**config.mk**
```make
export PLATFORM = sky130hd
export DESIGN_NAME = fetch_line_buffer
export DESIGN_NICKNAME = d
export VERILOG_FILES = /design/src/rtl/fetch_line_buffer_pkg.sv /design/src/rtl/fetch_line_buffer_sat_counter.sv /design/src/rtl/fetch_line_buffer.sv
export SDC_FILE = /design/constraint.sdc
export NUM_CORES = 1
export LEC_CHECK = 0
export ABC_AREA = 0
export CAP_MARGIN = 25
export CORE_MARGIN = 4
export CORE_UTILIZATION = 42
export CTS_CLUSTER_SIZE = 8
export DETAILED_ROUTE_END_ITERATION = 8
export GPL_TIMING_DRIVEN = 0
export PLACE_DENSITY = 0.81
export SLEW_MARGIN = 20
export SYNTH_ARGS = -nofsm -noshare
export SYNTH_HDL_FRONTEND = slang
export SYNTH_SLANG_ARGS = --single-unit
```
**constraint.sdc**
```tcl
create_clock -name clk -period 4 [get_ports clk]
set_input_delay 1.2 -clock clk [delete_from_list [all_inputs] [get_ports clk]]
set_output_delay 1.2 -clock clk [all_outputs]
set_load 0.02 [all_outputs]
```
**src/rtl/fetch_line_buffer_pkg.sv**
```systemverilog
// Shared types for the single-line instruction fetch buffer.
package fetch_line_buffer_pkg;
  localparam int FLB_ADDR_W = 12;
  localparam int FLB_LINE_W = 128;
  localparam int FLB_CNT_W  = 16;

  typedef logic [FLB_ADDR_W-1:0] lc3b_line_addr;
  typedef logic [FLB_LINE_W-1:0] lc3b_line;

  typedef enum logic {FLB_IDLE, FLB_FETCH} lc3b_flb_state;
endpackage

```
**src/rtl/fetch_line_buffer_sat_counter.sv**
```systemverilog
// Saturating up-counter with synchronous clear taking priority over increment.
module sat_counter #(
  parameter int W = 16
) (
  input  logic         clk,
  input  logic         rst_n,
  input  logic         inc,
  input  logic         clr,
  output logic [W-1:0] count
);
  always_ff @(posedge clk or negedge rst_n) begin
    if (!rst_n)                     count <= '0;
    else if (clr)                   count <= '0;
    else if (inc && (count != '1))  count <= count + 1'b1;
  end
endmodule

```
**src/rtl/fetch_line_buffer.sv**
```systemverilog
// One-line zero-wait ifetch buffer in front of the icache, with data-side
// write snooping so stale code is never returned, plus hit/miss counters.
module fetch_line_buffer
  import fetch_line_buffer_pkg::*;
#(
  parameter int ADDR_W = FLB_ADDR_W,
  parameter int LINE_W = FLB_LINE_W,
  parameter int CNT_W  = FLB_CNT_W
) (
  input  logic              clk,
  input  logic              rst_n,
  input  logic              up_cyc,
  input  logic              up_stb,
  input  logic              up_we,
  input  logic [ADDR_W-1:0] up_adr,
  output logic [LINE_W-1:0] up_dat_s,
  output logic              up_ack,
  output logic              dn_cyc,
  output logic              dn_stb,
  output logic              dn_we,
  output logic [ADDR_W-1:0] dn_adr,
  input  logic [LINE_W-1:0] dn_dat_s,
  input  logic              dn_ack,
  input  logic              snoop_we,
  input  logic [ADDR_W-1:0] snoop_adr,
  input  logic              cnt_clear,
  output logic [CNT_W-1:0]  hit_count,
  output logic [CNT_W-1:0]  miss_count
);
  lc3b_flb_state     state;
  logic              valid;
  logic              poison;
  logic [ADDR_W-1:0] tag;
  logic [ADDR_W-1:0] fill_adr;
  logic [LINE_W-1:0] line;

  logic req, snoop_hit, hit, fetching, fill_poison, fill_ok, bypass, miss_start;
  logic unused_we;

  assign unused_we   = up_we;
  assign req         = up_cyc & up_stb;
  assign fetching    = (state == FLB_FETCH);
  assign snoop_hit   = snoop_we & valid & (snoop_adr == tag);
  assign hit         = req & valid & (up_adr == tag) & ~snoop_hit & ~fetching;
  assign miss_start  = ~fetching & req & ~hit & ~snoop_hit;
  // A write to the line in flight, even in the ack cycle, invalidates the fill.
  assign fill_poison = poison | (snoop_we & (snoop_adr == fill_adr));
  assign fill_ok     = fetching & dn_ack & ~fill_poison;
  assign bypass      = fill_ok & req & (up_adr == fill_adr);

  assign up_ack   = hit | bypass;
  assign up_dat_s = bypass ? dn_dat_s : line;
  assign dn_cyc   = fetching;
  assign dn_stb   = fetching;
  assign dn_we    = 1'b0;
  assign dn_adr   = fill_adr;

  always_ff @(posedge clk or negedge rst_n) begin
    if (!rst_n) begin
      state    <= FLB_IDLE;
      valid    <= 1'b0;
      poison   <= 1'b0;
      tag      <= '0;
      fill_adr <= '0;
      line     <= '0;
    end else begin
      if (snoop_hit) valid <= 1'b0;
      case (state)
        FLB_IDLE: begin
          if (miss_start) begin
            fill_adr <= up_adr;
            poison   <= 1'b0;
            state    <= FLB_FETCH;
          end
        end
        FLB_FETCH: begin
          if (dn_ack) begin
            state  <= FLB_IDLE;
            poison <= 1'b0;
            if (!fill_poison) begin
              line  <= dn_dat_s;
              tag   <= fill_adr;
              valid <= 1'b1;
            end else begin
              valid <= 1'b0;
            end
          end else begin
            poison <= fill_poison;
          end
        end
        default: state <= FLB_IDLE;
      endcase
    end
  end

  sat_counter #(.W(CNT_W)) u_hit (
    .clk(clk), .rst_n(rst_n), .inc(hit), .clr(cnt_clear), .count(hit_count)
  );

  sat_counter #(.W(CNT_W)) u_miss (
    .clk(clk), .rst_n(rst_n), .inc(fill_ok), .clr(cnt_clear), .count(miss_count)
  );
endmodule
```
; After elaboration in Yosys (flattened, before gate mapping)
; Cells that the tools add are included.
[totals]
ff_bits = 187
inputBits = 160
output_inout_bits = 176
word_cells = 59
[op_classes]
n_addsub = 2
eq_ne = 7
n_mux = 15
bitwise = 21
n_reduce_logical = 6
[ops]
columns = cell, n
row1 = two-way mux 128 bit, 1
row2 = two-way mux 16 bit, 4
row3 = == test 12 bit, 4
row4 = "adder 16 x 1 -> 16 bit, second input constant", 2
row5 = "!= test 16 bit, second input constant", 2
row6 = AND 1 bit, 15
row7 = two-way mux 1 bit, 8
row8 = NOT 1 bit, 4
row9 = case mux 1 bit (2 select lines), 2
row10 = nonzero test 2 bit, 2
row11 = AND reduction 3 bit, 1
row12 = logical AND 1 bit, 2
row13 = "!= test 2 bit, second input constant", 1
row14 = bitwise OR 1 bit, 2
row15 = AND reduction 2 bit, 1

; Logic depth before layout (Yosys ltp)
; Gate-level depths: netlist of the first run.
[logic_depth]
ltp_word = 10
ltp_mapped = 10
ltp_nobuf = 7

; Cells and area by module
; Synthesis of the first run repeated with hierarchy kept, for this count alone.
[hier_totals]
cells_unflattened = 747
area_unflattened_um2 = 9844.4
[by_module_without_submodules]
columns = module, n_inst, cells_per_inst, area_each_um2, seq_area_each_um2
row1 = fetch_line_buffer, 1, 551, 7960.1, 3878.7
row2 = sat_counter, 2, 98, 942.2, 400.4

; Worst setup path before layout of the first run
; No wires, ideal clock.
[synth_path]
kind = input -> output
startpoint = in snoop_adr[3]
endpoint = out up_dat_s[107]
arrival_time_ps = 2834
required_time_ps = 2800
slack_ps = -34
cell_stages = 9
path_buffers = 3
cell_sequence = xnor2_1 nand4_2 nor4_4 or2_1 buf_2 nor2_1 buf_6 buf_6 mux2_1
[synth_via]
elab_chain_len = 8
[synth_rtl]
columns = element, line
row1 = start: declaration, fetch_line_buffer.sv:25  ; input logic [ADDR_W-1:0] snoop_adr,
row2 = == test 12 bit, fetch_line_buffer.sv:47  ; assign fill_poison = poison | (snoop_we & (snoop_adr == fill_adr));
row3 = AND 1 bit, fetch_line_buffer.sv:47
row4 = bitwise OR 1 bit, fetch_line_buffer.sv:47
row5 = NOT 1 bit (no line), n/a
row6 = AND 1 bit, fetch_line_buffer.sv:48  ; assign fill_ok = fetching & dn_ack & ~fill_poison;
row7 = AND 1 bit (2 in a row), fetch_line_buffer.sv:49  ; assign bypass = fill_ok & req & (up_adr == fill_adr);
row8 = two-way mux 128 bit, fetch_line_buffer.sv:52  ; assign up_dat_s = bypass ? dn_dat_s : line;
row9 = end: declaration, fetch_line_buffer.sv:16  ; output logic [LINE_W-1:0] up_dat_s,
; Every way passes these cells.

; Worst setup path after layout of the first run
[layout_path]
startpoint = in snoop_adr[7]
endpoint = out up_dat_s[93]
; Same word-level chain as after synthesis.

==> PnR_summary.wiki, run 1 <==
{| class="wikitable"
! Metric !! Value
|-
| Run status || complete, but fails checks
|-
| Failing checks || setup timing
|-
| Average detailed-routed wire length per instance || 18.8 um
|-
| Share of layout cells above drive strength 1 || 0.297
|-
| Clock period minus final worst setup slack || 4.47 ns
|-
| Number of storage elements in the synthesis netlist || 187
|-
| Top cells by area in the synthesized netlist || dfrtp_1 46%, nand2_1 16%, mux2_4 15%
|-
| Async SR Flop Fraction || 1.00
|-
| Number of setup violations in the final report || 129
|-
| Summed negative setup slack over all endpoints || -48.39 ns
|-
| Detailed-route wire length || 33100 um
|-
| Required time at the worst-slack endpoint || 2.80 ns
|-
| Transition time of the tightest slew-check pin || 0.821 ns
|-
| Maximum number of pins on one net before global-route repair || 88
|-
| Fmax || 224 MHz
|-
| Max stage delay on crit path || 0.40 ns
|-
| Total CTS buffers || 17
|-
| Peak VDD IR || 0.304 mV
|-
| Clock input transition at the sequential cells of the worst setup and hold paths || 0.07 ns
|-
| Count of antenna-violating nets left after detailed routing || 0
|-
| Unrepaired setup endpoints after global routing || true
|-
| Starting Density || 0.431
|-
| Total power per unit cell area || 458 nW/um^2
|-
| Max-capacitance violation count || 0
|-
| Count of yosys warnings during synthesis || 0
|-
| Starting DRT DRC Count || 503
|-
| Portion of the post-synthesis area used by sequential elements || 0.459
|-
| Hold endpoint || line[4]
|-
| Post-Syn Area || 10200 um^2
|-
| Placed Instance Area || 14000 um^2
|-
| Slowest cell on crit path || nor4_4
|-
| Overflow left after global routing || 0
|-
| Worst slew margin relative to its limit || 0.449
|-
| Post-route standard cell area excluding fillers || 15400 um^2
|-
| Synth-to-layout area growth || 50.6%
|-
| Proportion of power drawn by combinational gates || 0.394
|-
| Count of different cell masters after synthesis || 41
|-
| IO Pins || 336
|-
| Cell-internal power || 4.60 mW
|-
| Via/cell ratio || 5.11
|-
| Total number of placement rows || 56
|-
| Area share of the largest cell type after synthesis || 0.459
|-
| Post-Syn Nets || 1212
|-
| Sort of element at the end of the critical path || output port
|-
| RD Place Congestion || 0.854
|-
| Depth of the critical timing path with buffers and inverters included || 12
|-
| Most prevalent standard cell on the critical path || buf_12
|-
| Leakage power figure || 7.24 nW
|-
| Maximum clock skew at final layout || 0.0155 ns
|-
| Number of sinks driven by the clock tree || 187
|-
| Deepest level of the CTS H-tree || 4
|-
| Cell class contributing the biggest share of worst-path delay || buffers and inverters
|-
| Number of endpoints with negative hold slack in the final report || 0
|-
| Worst Hold Path Cells || 2
|-
| Core area || 23700 um^2
|-
| Net switching power || 2.43 mW
|-
| Skew-Pair Late Insertion Delay || 0.43 ns
|-
| Series of cell instances along the critical path || buf_8 -> xnor2_2 -> nand4_4 -> nor4_4 -> or2_1 -> buf_6 -> nor2_4 -> buf_12 -> buf_12 -> buf_12 -> mux2_4 -> buf_6
|-
| Total Die Area || 26800 um^2
|-
| Critical R2R Capture || line[41]
|-
| Count of input and output buffers || 333
|-
| Max-slew violation count || 0
|-
| Crit-path max FO || 9
|-
| Crit share post-route || 1.12
|-
| Category of the most critical setup path || input port to output port
|-
| Switching Share || 0.346
|-
| Hold wc startpoint || line[4]
|-
| Reg2Reg Depth || 10
|-
| Part of the power in the clock network || 0.237
|-
| Router iterations before antenna repair || 5
|-
| Remaining design rule violation count || 0
|-
| Cell chosen for the clock root || clkbuf_16
|-
| Power share of the sequential group || 0.369
|-
| Hold Worst Slack || 0.476 ns
|-
| Cell type with the largest total area after synthesis || dfrtp_1
|-
| Critical path data arrival time || 3.27 ns
|-
| Setup slack of the critical path after layout || -0.473 ns
|-
| GRT Total Usage || 0.237
|-
| Maximum clock path buffer count || 2
|-
| Critical path launch point type || input port
|-
| Post-DP HPWL || 23600 um
|-
| Initial antenna violation count || 6
|-
| Placement Setup Slack || -1.43 ns
|-
| Prevailing post-synth register cell || dfrtp_1
|-
| Register-to-Register Setup Slack || 0.85 ns
|-
| Final #Nets || 1592
|-
| Vertical die dimension || 164 um
|-
| Count of vias placed by the detailed router || 9008
|-
| Syn avg cell area || 9.72 um^2
|-
| First-pass GRT wire length || 50200 um
|-
| Post-synth EDFFs || 0
|-
| Worst path buffer plus inverter count || 6
|-
| Reg-to-reg critical path startpoint || dn_adr[7]
|-
| Chip Width || 164 um
|-
| Number of global-route vias before repair || 9259
|-
| CTS tree || yes
|-
| Count of mapped cells out of synthesis || 1050
|-
| Fin util || 0.649
|-
| Hold WC Path Type || flop to flop
|}
==> power groups by stage <==
| stage | Clock [mW] | Combinational, mW | Sequential [mW] |
|---|---|---|---|
| after floorplan | 0 | 1.46 | 2.56 |
| after global placement | 0 | 2.58 | 2.58 |
| after detailed placement | 0 | 2.64 | 2.60 |
| after CTS | 1.70 | 2.68 | 2.58 |
| after global routing | 1.80 | 2.96 | 2.64 |
| final | 1.67 | 2.77 | 2.59 |
==> tightest hold or removal path, stage by stage (launching register included) <==
cell and delay (ns):
dfrtp_1 0.34, nand2_1 0.05, nand2_1 0.05
==> final cells by class <==
cell class | instances | area [um^2]
inverters | 5 | 18.8
flip-flops and latches | 187 | 4680
diodes | 2 | 5.00
repair buffers | 362 | 3870
well taps | 319 | 399
multi-input cells | 800 | 5310
clock inverters | 13 | 125
plain buffers | 57 | 494
clock buffers | 19 | 453
fillers | 1823 | 8320
==> how the worst max path moves through the flow <==
| stage | to | slack (ns) | startpoint |
|---|---|---|---|
| CTS | up_dat_s[112] | -0.45 | snoop_adr[7] |
| finish | up_dat_s[93] | -0.47 | snoop_adr[7] |
| global route | up_dat_s[93] | -0.53 | snoop_adr[7] |
| detailed placement | up_ack | -1.43 | snoop_adr[8] |
| floorplan | up_dat_s[100] | 0.03 | snoop_adr[1] |
| global placement | line[119] | -6.27 | rst_n |
==> layout by cell type, fill, tap and decap left out, types with 9 or more instances in the layout <==
master / instances
or4_1: 9
clkdlybuf4s50_1: 175
or3_1: 11
buf_4: 26
clkbuf_1: 20
xnor2_1: 27
mux2_4: 106
nand3_1: 18
buf_12: 16
nand4_1: 13
o21ai_0: 12
clkbuf_16: 22
nor2_1: 25
nand2_1: 434
xor2_1: 9
xnor2_2: 9
buf_6: 111
dfrtp_1: 187
a21oi_1: 21
buf_2: 35
mux2_2: 38
==> synthesized netlist by cell type, types with 2 or more instances <==
library cell	count
buf_4	10
or3_1	11
or2_2	3
mux2i_1	2
or4_1	9
nor3_1	8
nand2b_1	5
buf_6	14
nand2_1	436
nand3_1	20
nor2b_1	3
o31ai_1	8
nor4_1	5
inv_1	5
mux2_4	100
clkbuf_1	20
a21oi_1	21
nand4_2	2
nor4_4	2
a31o_2	2
nor2_1	26
xnor2_1	37
dfrtp_1	187
nand4_1	13
mux2_2	24
mux2_1	21
ha_1	2
and3_1	4
xor2_1	14
buf_2	14
o21ai_0	12
==> logic make-up (layout without fill, tap and decap cells) <==
kind of cell	Yosys count	count (layout)	share of synthesized area
DFF	187	187	0.459
adders and majority gates	2	2	0.00245
AOI/OAI and AO/OA	44	44	0.0247
other	1	3	0.000368
muxes	147	147	0.199
and+or+nand+nor	555	555	0.232
buffers and inverters	63	456	0.0389
xor gates and xnor gates	51	51	0.0438
==> registers in the layout, summed over array words and instances, names as in the netlist <==
signal	count
dn_adr	12
dn_cyc	1
line	128
poison	1
tag	12
u_hit.count	16
u_miss.count	16
valid	1
==> stage by stage <==
step	instances	power, mW
after floorplan	1050	4.02
after global placement	1702	5.16
after detailed placement	1704	5.24
after CTS	1755	6.96
after global routing	1764	7.40
final	1764	7.03
==> routing by layer <==
layer / vias up / track usage / routed length, um
met5: - / 0 / 55
met4: 8 / 0.0701 / 956
met3: 58 / 0.0647 / 2710
met2: 363 / 0.414 / 16600
met1: 4357 / 0.288 / 12800
li1: 4222 / - / -
==> what timing repair did <==
action / 4_1_cts / 5_1_grt
pin swaps: 21 / 13
gates cloned: 7 / 5
gates resized for setup: 856 / 66
endpoints found under the setup margin: 129 / 129
hold buffers: 0 / 0
setup buffers: 12 / 4
No activity file was read; power rests on OpenSTA's default activity.
==> run 2: changes to the inputs <==
--- a/config.mk
+++ b/config.mk
@@ -13,6 +13,7 @@
 export DETAILED_ROUTE_END_ITERATION = 8
 export GPL_TIMING_DRIVEN = 0
 export PLACE_DENSITY = 0.81
+export REMOVE_ABC_BUFFERS = 1
 export SLEW_MARGIN = 20
 export SYNTH_ARGS = -nofsm -noshare
 export SYNTH_HDL_FRONTEND = slang
==> PnR_summary.wiki, run 2 (synthesis gave the netlist of run 1 again) <==
{| class="wikitable"
! Metric !! Value
|-
| Max-capacitance violation count || 0
|-
| Top Registers || line: 128 flops, u_hit.count: 16 flops, u_miss.count: 16 flops
|-
| Crit-path max FO || 7
|-
| Worst slew margin relative to its limit || 0.458
|-
| Critical path data arrival time || 3.23 ns
|-
| Starting DRT DRC Count || 567
|-
| Instance count after placement with tap cells included || 1660
|-
| Combined area of the multi-input logic cells || 5450 um^2
|-
| Via/cell ratio || 5.17
|-
| Hold WC Path Type || flop to flop
|-
| Remaining design rule violation count || 0
|-
| Maximum number of pins on one net before global-route repair || 91
|-
| Clock input transition at the sequential cells of the worst setup and hold paths || 0.07 ns
|-
| Run status || complete, but fails checks
|-
| Detailed-route wire length || 32800 um
|-
| Proportion of power drawn by combinational gates || 0.401
|-
| Flip-flop count of the largest register after layout || 128
|-
| Transition time of the tightest slew-check pin || 0.807 ns
|-
| Starting Density || 0.431
|-
| Antenna Diode Count || 0
|-
| Clock period minus final worst setup slack || 4.43 ns
|-
| Number of endpoints with negative hold slack in the final report || 0
|-
| Count of vias placed by the detailed router || 8997
|-
| Total number of placement rows || 56
|-
| Cell chosen for the clock root || clkbuf_16
|-
| Total Die Area || 26800 um^2
|-
| Overflow left after global routing || 0
|-
| Power share of the sequential group || 0.362
|-
| Setup slack of the critical path after layout || -0.435 ns
|-
| Maximum clock path buffer count || 2
|-
| Most common cell after layout, fill and taps aside || nand2_1
|-
| Total CTS buffers || 17
|-
| RD Place Congestion || 0.874
|-
| Share of layout cells above drive strength 1 || 0.303
|-
| Net switching power || 2.47 mW
|-
| Register name with the most flops || line
|-
| Skew-Pair Late Insertion Delay || 0.43 ns
|-
| GRT Total Usage || 0.237
|-
| Vertical die dimension || 164 um
|-
| IO Pins || 336
|-
| Hold Worst Slack || 0.475 ns
|-
| Synth-to-layout area growth || 53.7%
|-
| Number of sinks driven by the clock tree || 187
|-
| Required time at the worst-slack endpoint || 2.80 ns
|-
| Crit share post-route || 1.11
|-
| Number of global-route vias before repair || 9275
|-
| Part of the power in the clock network || 0.237
|-
| Unrepaired setup endpoints after global routing || true
|-
| Number of setup violations in the final report || 128
|-
| Sort of element at the end of the critical path || output port
|-
| FF/Latch Area || 4680 um^2
|-
| Core area || 23700 um^2
|-
| Post-DP HPWL || 21900 um
|-
| Number of filler instances in the final layout || 1727
|-
| Count of antenna-violating nets left after detailed routing || 0
|-
| Failing checks || setup timing
|-
| Critical path launch point type || input port
|-
| Max-slew violation count || 0
|-
| Category of the most critical setup path || input port to output port
|-
| Final Instance Count excl. Fillers || 1739
|-
| CTS tree || yes
|-
| Leakage power figure || 7.39 nW
|-
| Final #Nets || 1570
|-
| Hold_buf cts || 0
|-
| Fmax || 225 MHz
|-
| Router iterations before antenna repair || 6
|-
| Chip Width || 164 um
|-
| Peak VDD IR || 0.264 mV
|-
| Cell-internal power || 4.71 mW
|-
| First-pass GRT wire length || 50300 um
|-
| Total power per unit cell area || 457 nW/um^2
|-
| Maximum clock skew at final layout || 0.0224 ns
|-
| Initial antenna violation count || 0
|-
| Count of input and output buffers || 333
|-
| Deepest level of the CTS H-tree || 4
|-
| Switching Share || 0.344
|-
| Average detailed-routed wire length per instance || 18.8 um
|-
| Commonest cells after routing, fill and taps aside || 434 x nand2_1, 187 x dfrtp_1, 174 x clkdlybuf4s50_1
|}
==> run 2: cell types whose count changed in the layout (fill, tap and decap cells not counted), sizes merged <==
cell           before  now
clkinv              7    6
diode               2    0
bufinv              0    1
clkdlybuf4s50     175  174
buf               204  211
or2                 4    5
clkdlybuf4s15       5    3
dlymetal6s2s        2    0
clkbuf             49   21
dlygate4sd2         3    5
==> run 2: final timing paths <==
check,start,endpoint,slack (ns),cells past startpoint
setup / recovery,snoop_adr[10],up_dat_s[101],-0.43,12
hold / removal,line[12],line[12],0.47,2
setup reg to reg,dn_cyc,u_hit.count[15],1.33,7
hold reg to reg,line[12],line[12],0.47,2
max in group asynchronous,rst_n,line[120],2.73,2
min in group asynchronous,rst_n,tag[4],0.57,1
==> run 2: cell type report <==
class | count | area share
Inverter | 5 | 0.00120
Sequential cell | 187 | 0.298
Clock inverter | 13 | 0.00957
Clock buffer | 18 | 0.0274
Multi-Input combinational cell | 801 | 0.347
Timing Repair Buffer | 396 | 0.291
Tap cell | 319 | 0.0255
==> run 2: timing repair <==
item / 4_1_cts / 5_1_grt
setup endpoints to repair: 129 / 129
pin swaps: 26 / 8
buffers inserted: 25 / 8
resized for setup: 923 / 46
gates cloned: 14 / 2
==> run 2: through the flow <==
step           utilization  cell area (um^2)  total power, mW  setup slack (ns)  TNS [ns]
2_1_floorplan            -              9820             4.00             -9.79  -1531.86
3_3_place_gp         0.572             13600             5.14            -19.36  -4477.49
3_5_place_dp         0.589             13900             5.23             -2.08   -225.54
4_1_cts              0.652             15400             7.14            -0.396    -36.92
5_1_grt              0.662             15700             7.52            -0.497    -51.50
6_report             0.662             15700             7.17            -0.435    -42.45
==> run 2: worst max-delay path, cell delays in order <==
cell	delay, ns
buf_6	0.11
xnor2_4	0.16
nand4_2	0.15
nor4_4	0.30
or2_4	0.22
nor2_4	0.05
buf_12	0.13
buf_12	0.14
buf_16	0.15
buf_16	0.14
mux2_4	0.32
buf_6	0.14
==> run 2: layer usage <==
layer | global-route usage | wire length [um] | up-vias | share of wire
met3 | 0.0602 | 2350 | 74 | 0.072
met4 | 0.0961 | 1180 | 0 | 0.036
met1 | 0.285 | 12700 | 4406 | 0.39
li1 | - | - | 4188 | -
met5 | 0 | 0 | - | 0
met2 | 0.407 | 16500 | 329 | 0.50
==> run 2: power groups by stage <==
stage                     clock network [mW]  registers, mW  logic [mW]
after detailed placement                   0           2.60        2.64
after global routing                    1.81           2.65        3.06
after floorplan                            0           2.56        1.44
final                                   1.70           2.60        2.88
after global placement                     0           2.57        2.57
after CTS                               1.74           2.58        2.82
==> run 3: changes to the inputs <==
--- a/config.mk
+++ b/config.mk
@@ -5,14 +5,15 @@
 export SDC_FILE = /design/constraint.sdc
 export NUM_CORES = 1
 export LEC_CHECK = 0
-export ABC_AREA = 0
+export ABC_AREA = 1
 export CAP_MARGIN = 25
 export CORE_MARGIN = 4
-export CORE_UTILIZATION = 42
+export CORE_UTILIZATION = 44
+export CTS_BUF_LIST = sky130_fd_sc_hd__clkbuf_8
 export CTS_CLUSTER_SIZE = 8
 export DETAILED_ROUTE_END_ITERATION = 8
 export GPL_TIMING_DRIVEN = 0
-export PLACE_DENSITY = 0.81
+export PLACE_DENSITY = 0.79
 export REMOVE_ABC_BUFFERS = 1
 export SLEW_MARGIN = 20
 export SYNTH_ARGS = -nofsm -noshare
==> PnR_summary.wiki, run 3 <==
{| class="wikitable"
! Metric !! Value
|-
| Area share of the largest cell type after synthesis || 0.431
|-
| Count of yosys warnings during synthesis || 0
|-
| Sort of element at the end of the critical path || output port
|-
| Crit share post-route || 1.06
|-
| Combined area of the multi-input logic cells || 6690 um^2
|-
| IO Pins || 336
|-
| Post-DP HPWL || 24700 um
|-
| Category of the most critical setup path || input port to output port
|-
| Portion of the post-synthesis area used by sequential elements || 0.431
|-
| Number of storage elements in the synthesis netlist || 187
|-
| Count of antenna-violating nets left after detailed routing || 0
|-
| Via/cell ratio || 5.57
|-
| Fmax || 236 MHz
|-
| Transition time of the tightest slew-check pin || 0.985 ns
|-
| Count of mapped cells out of synthesis || 1620
|-
| Clock period minus final worst setup slack || 4.23 ns
|-
| Number of sinks driven by the clock tree || 187
|-
| Number of endpoints with negative hold slack in the final report || 0
|-
| Cell type with the largest total area after synthesis || dfrtp_1
|-
| Detailed-route wire length || 47200 um
|-
| Remaining design rule violation count || 0
|-
| Max-slew violation count || 0
|-
| Share of layout cells above drive strength 1 || 0.307
|-
| GRT Total Usage || 0.314
|-
| Final Instance Count excl. Fillers || 2341
|-
| Number of setup violations in the final report || 128
|-
| Required time at the worst-slack endpoint || 2.80 ns
|-
| Instance count after placement with tap cells included || 2200
|-
| Count of input and output buffers || 333
|-
| Count of different cell masters after synthesis || 36
|-
| Skew-Pair Late Insertion Delay || 0.48 ns
|-
| Core area || 24300 um^2
|-
| Overflow left after global routing || 0
|-
| Flip-flop count of the largest register after layout || 128
|-
| Crit-path max FO || 7
|-
| Total number of placement rows || 57
|-
| Average detailed-routed wire length per instance || 20.2 um
|-
| CTS tree || yes
|-
| Total Die Area || 27300 um^2
|-
| FF/Latch Area || 4680 um^2
|-
| Unrepaired setup endpoints after global routing || true
|-
| Synth-to-layout area growth || 65.4%
|-
| Peak VDD IR || 0.251 mV
|-
| Critical path data arrival time || 3.03 ns
|-
| Router iterations before antenna repair || 6
|-
| Syn avg cell area || 6.71 um^2
|-
| Register name with the most flops || line
|-
| Maximum clock path buffer count || 2
|-
| Deepest level of the CTS H-tree || 4
|-
| Final #Nets || 2161
|-
| Starting DRT DRC Count || 1207
|-
| Chip Width || 165 um
|-
| Clock input transition at the sequential cells of the worst setup and hold paths || 0.12 ns
|-
| Hold WC Path Type || input port to async pin
|-
| Tot Pwr || 7.06 mW
|-
| Fin util || 0.739
|-
| Number of global-route vias before repair || 12300
|-
| Async SR Flop Fraction || 1.00
|-
| Total CTS buffers || 17
|-
| Max-capacitance violation count || 0
|-
| Top cells by area in the synthesized netlist || dfrtp_1 43%, nand2_1 30%, o21ai_0 7.0%
|-
| Prevailing post-synth register cell || dfrtp_1
|-
| Most numerous cell in the Yosys netlist || nand2_1
|-
| Maximum clock skew at final layout || 0.0210 ns
|-
| Failing checks || setup timing
|-
| Critical path launch point type || input port
|-
| Total power per unit cell area || 393 nW/um^2
|-
| Leakage power figure || 9.23 nW
|-
| Post-synth EDFFs || 0
|-
| First-pass GRT wire length || 66800 um
|-
| Most common cell after layout, fill and taps aside || nand2_1
|-
| Setup slack of the critical path after layout || -0.235 ns
|-
| RD Place Congestion || 0.956
|-
| Worst slew margin relative to its limit || 0.341
|-
| Cell chosen for the clock root || clkbuf_8
|-
| Number of filler instances in the final layout || 1741
|-
| Commonest cells after routing, fill and taps aside || 646 x nand2_1, 187 x dfrtp_1, 175 x clkdlybuf4s50_1
|-
| Post-synth top cells || 861 x nand2_1, 187 x dfrtp_1, 153 x o21ai_0
|-
| Initial antenna violation count || 6
|-
| Starting Density || 0.447
|-
| Maximum number of pins on one net before global-route repair || 94
|-
| Post-Syn Area || 10900 um^2
|-
| Vertical die dimension || 165 um
|-
| Count of vias placed by the detailed router || 13000
|-
| Top Registers || line: 128 flops, u_hit.count: 16 flops, u_miss.count: 16 flops
|-
| Run status || complete, but fails checks
|}
run 3: cell count changes in the layout (fill, tap and decap cells not counted), moves of 18 or more:
cell	previous run	this run
o21ai_1	0	48
clkbuf_8	0	18
nand2_4	0	75
o21ai_2	0	41
buf_4	19	41
nand2_1	434	646
nand2_2	2	140
mux2_2	22	0
inv_1	5	68
mux2_4	122	0
o21ai_0	12	64
nor2_1	24	66
nand3_1	18	52
run 3: timing repair:
action	CTS	global route
cloned	30	11
setup buffers	55	17
endpoints found under the setup margin	129	129
pin swaps	70	54
hold endpoints to repair	0	0
gates resized for setup	1099	355
hold buffers	0	0
run 3: area by class of cell:
type	instances	share of cell area
antenna	5	0.000696
clock buffer	18	0.0138
clock inverter	14	0.0112
inverter	90	0.0211
multi-input combinational	1260	0.372
sequential	187	0.260
tap	324	0.0226
timing repair buffer	441	0.297
timing repair inverter	2	0.00125
run 3: worst max-delay path: stages:
cell and delay [ns]:
buf_4 0.11, nand2_4 0.05, nor3_2 0.21, nand2_1 0.10, nor2_2 0.17, nand3_4 0.09, buf_12 0.16, nor2_8 0.16
buf_12 0.13, buf_12 0.10, buf_12 0.13, clkbuf_16 0.16, nand2_2 0.05, nand2_2 0.07, buf_6 0.12
run 3: per-stage QoR:
| step | cell area, um^2 | TNS (ns) | hold slack, ns | setup WS, ns |
|---|---|---|---|---|
| 4_1_cts | 16600 | -6.00 | 0.474 | -0.159 |
| 2_1_floorplan | 10300 | -428.44 | 0.443 | -2.37 |
| 6_report | 18000 | -14.41 | 0.484 | -0.235 |
| 5_1_grt | 18000 | -19.74 | 0.448 | -0.264 |
| 3_5_place_dp | 14400 | -238.26 | 0.459 | -2.18 |
| 3_3_place_gp | 14100 | -2551.83 | 0.455 | -6.83 |
run 3: per-layer routing:
metal / vias up / global-route usage / part of all wire / wire length (um)
met5: - / 0 / 0.00028 / 13
met1: 6171 / 0.389 / 0.36 / 16900
met3: 211 / 0.0827 / 0.099 / 4660
li1: 5881 / - / - / -
met2: 767 / 0.511 / 0.48 / 22500
met4: 2 / 0.155 / 0.065 / 3080
run 3: power by group:
part	internal, mW	switching [mW]
registers	2.26	0.312
clock network	0.615	0.840
logic	1.33	1.70
total	4.21	2.85
run 3: cell families after synthesis:
group                    share of synthesized area
AND/OR/NAND/NOR                              0.385
flip-flops                                   0.431
buffers and inverters                       0.0786
AO/OA/AOI/OAI                               0.0804
XOR/XNOR                                    0.0226
adder cells (fa/ha/maj)                    0.00230
other                                     0.000345
run 3: path summary, 6_finish.rpt:
| path | start | end | slack, ns | cells after the start |
|---|---|---|---|---|
| worst min register to register | line[97] | line[97] | 0.49 | 2 |
| worst max-delay path | up_cyc | up_dat_s[90] | -0.23 | 15 |
| worst min-delay path | rst_n | u_hit.count[9] | 0.48 | 1 |
| min in group clk | line[97] | line[97] | 0.49 | 2 |
| max in group asynchronous | rst_n | line[116] | 2.78 | 2 |
| worst max register to register | dn_adr[6] | u_miss.count[14] | 1.26 | 14 |
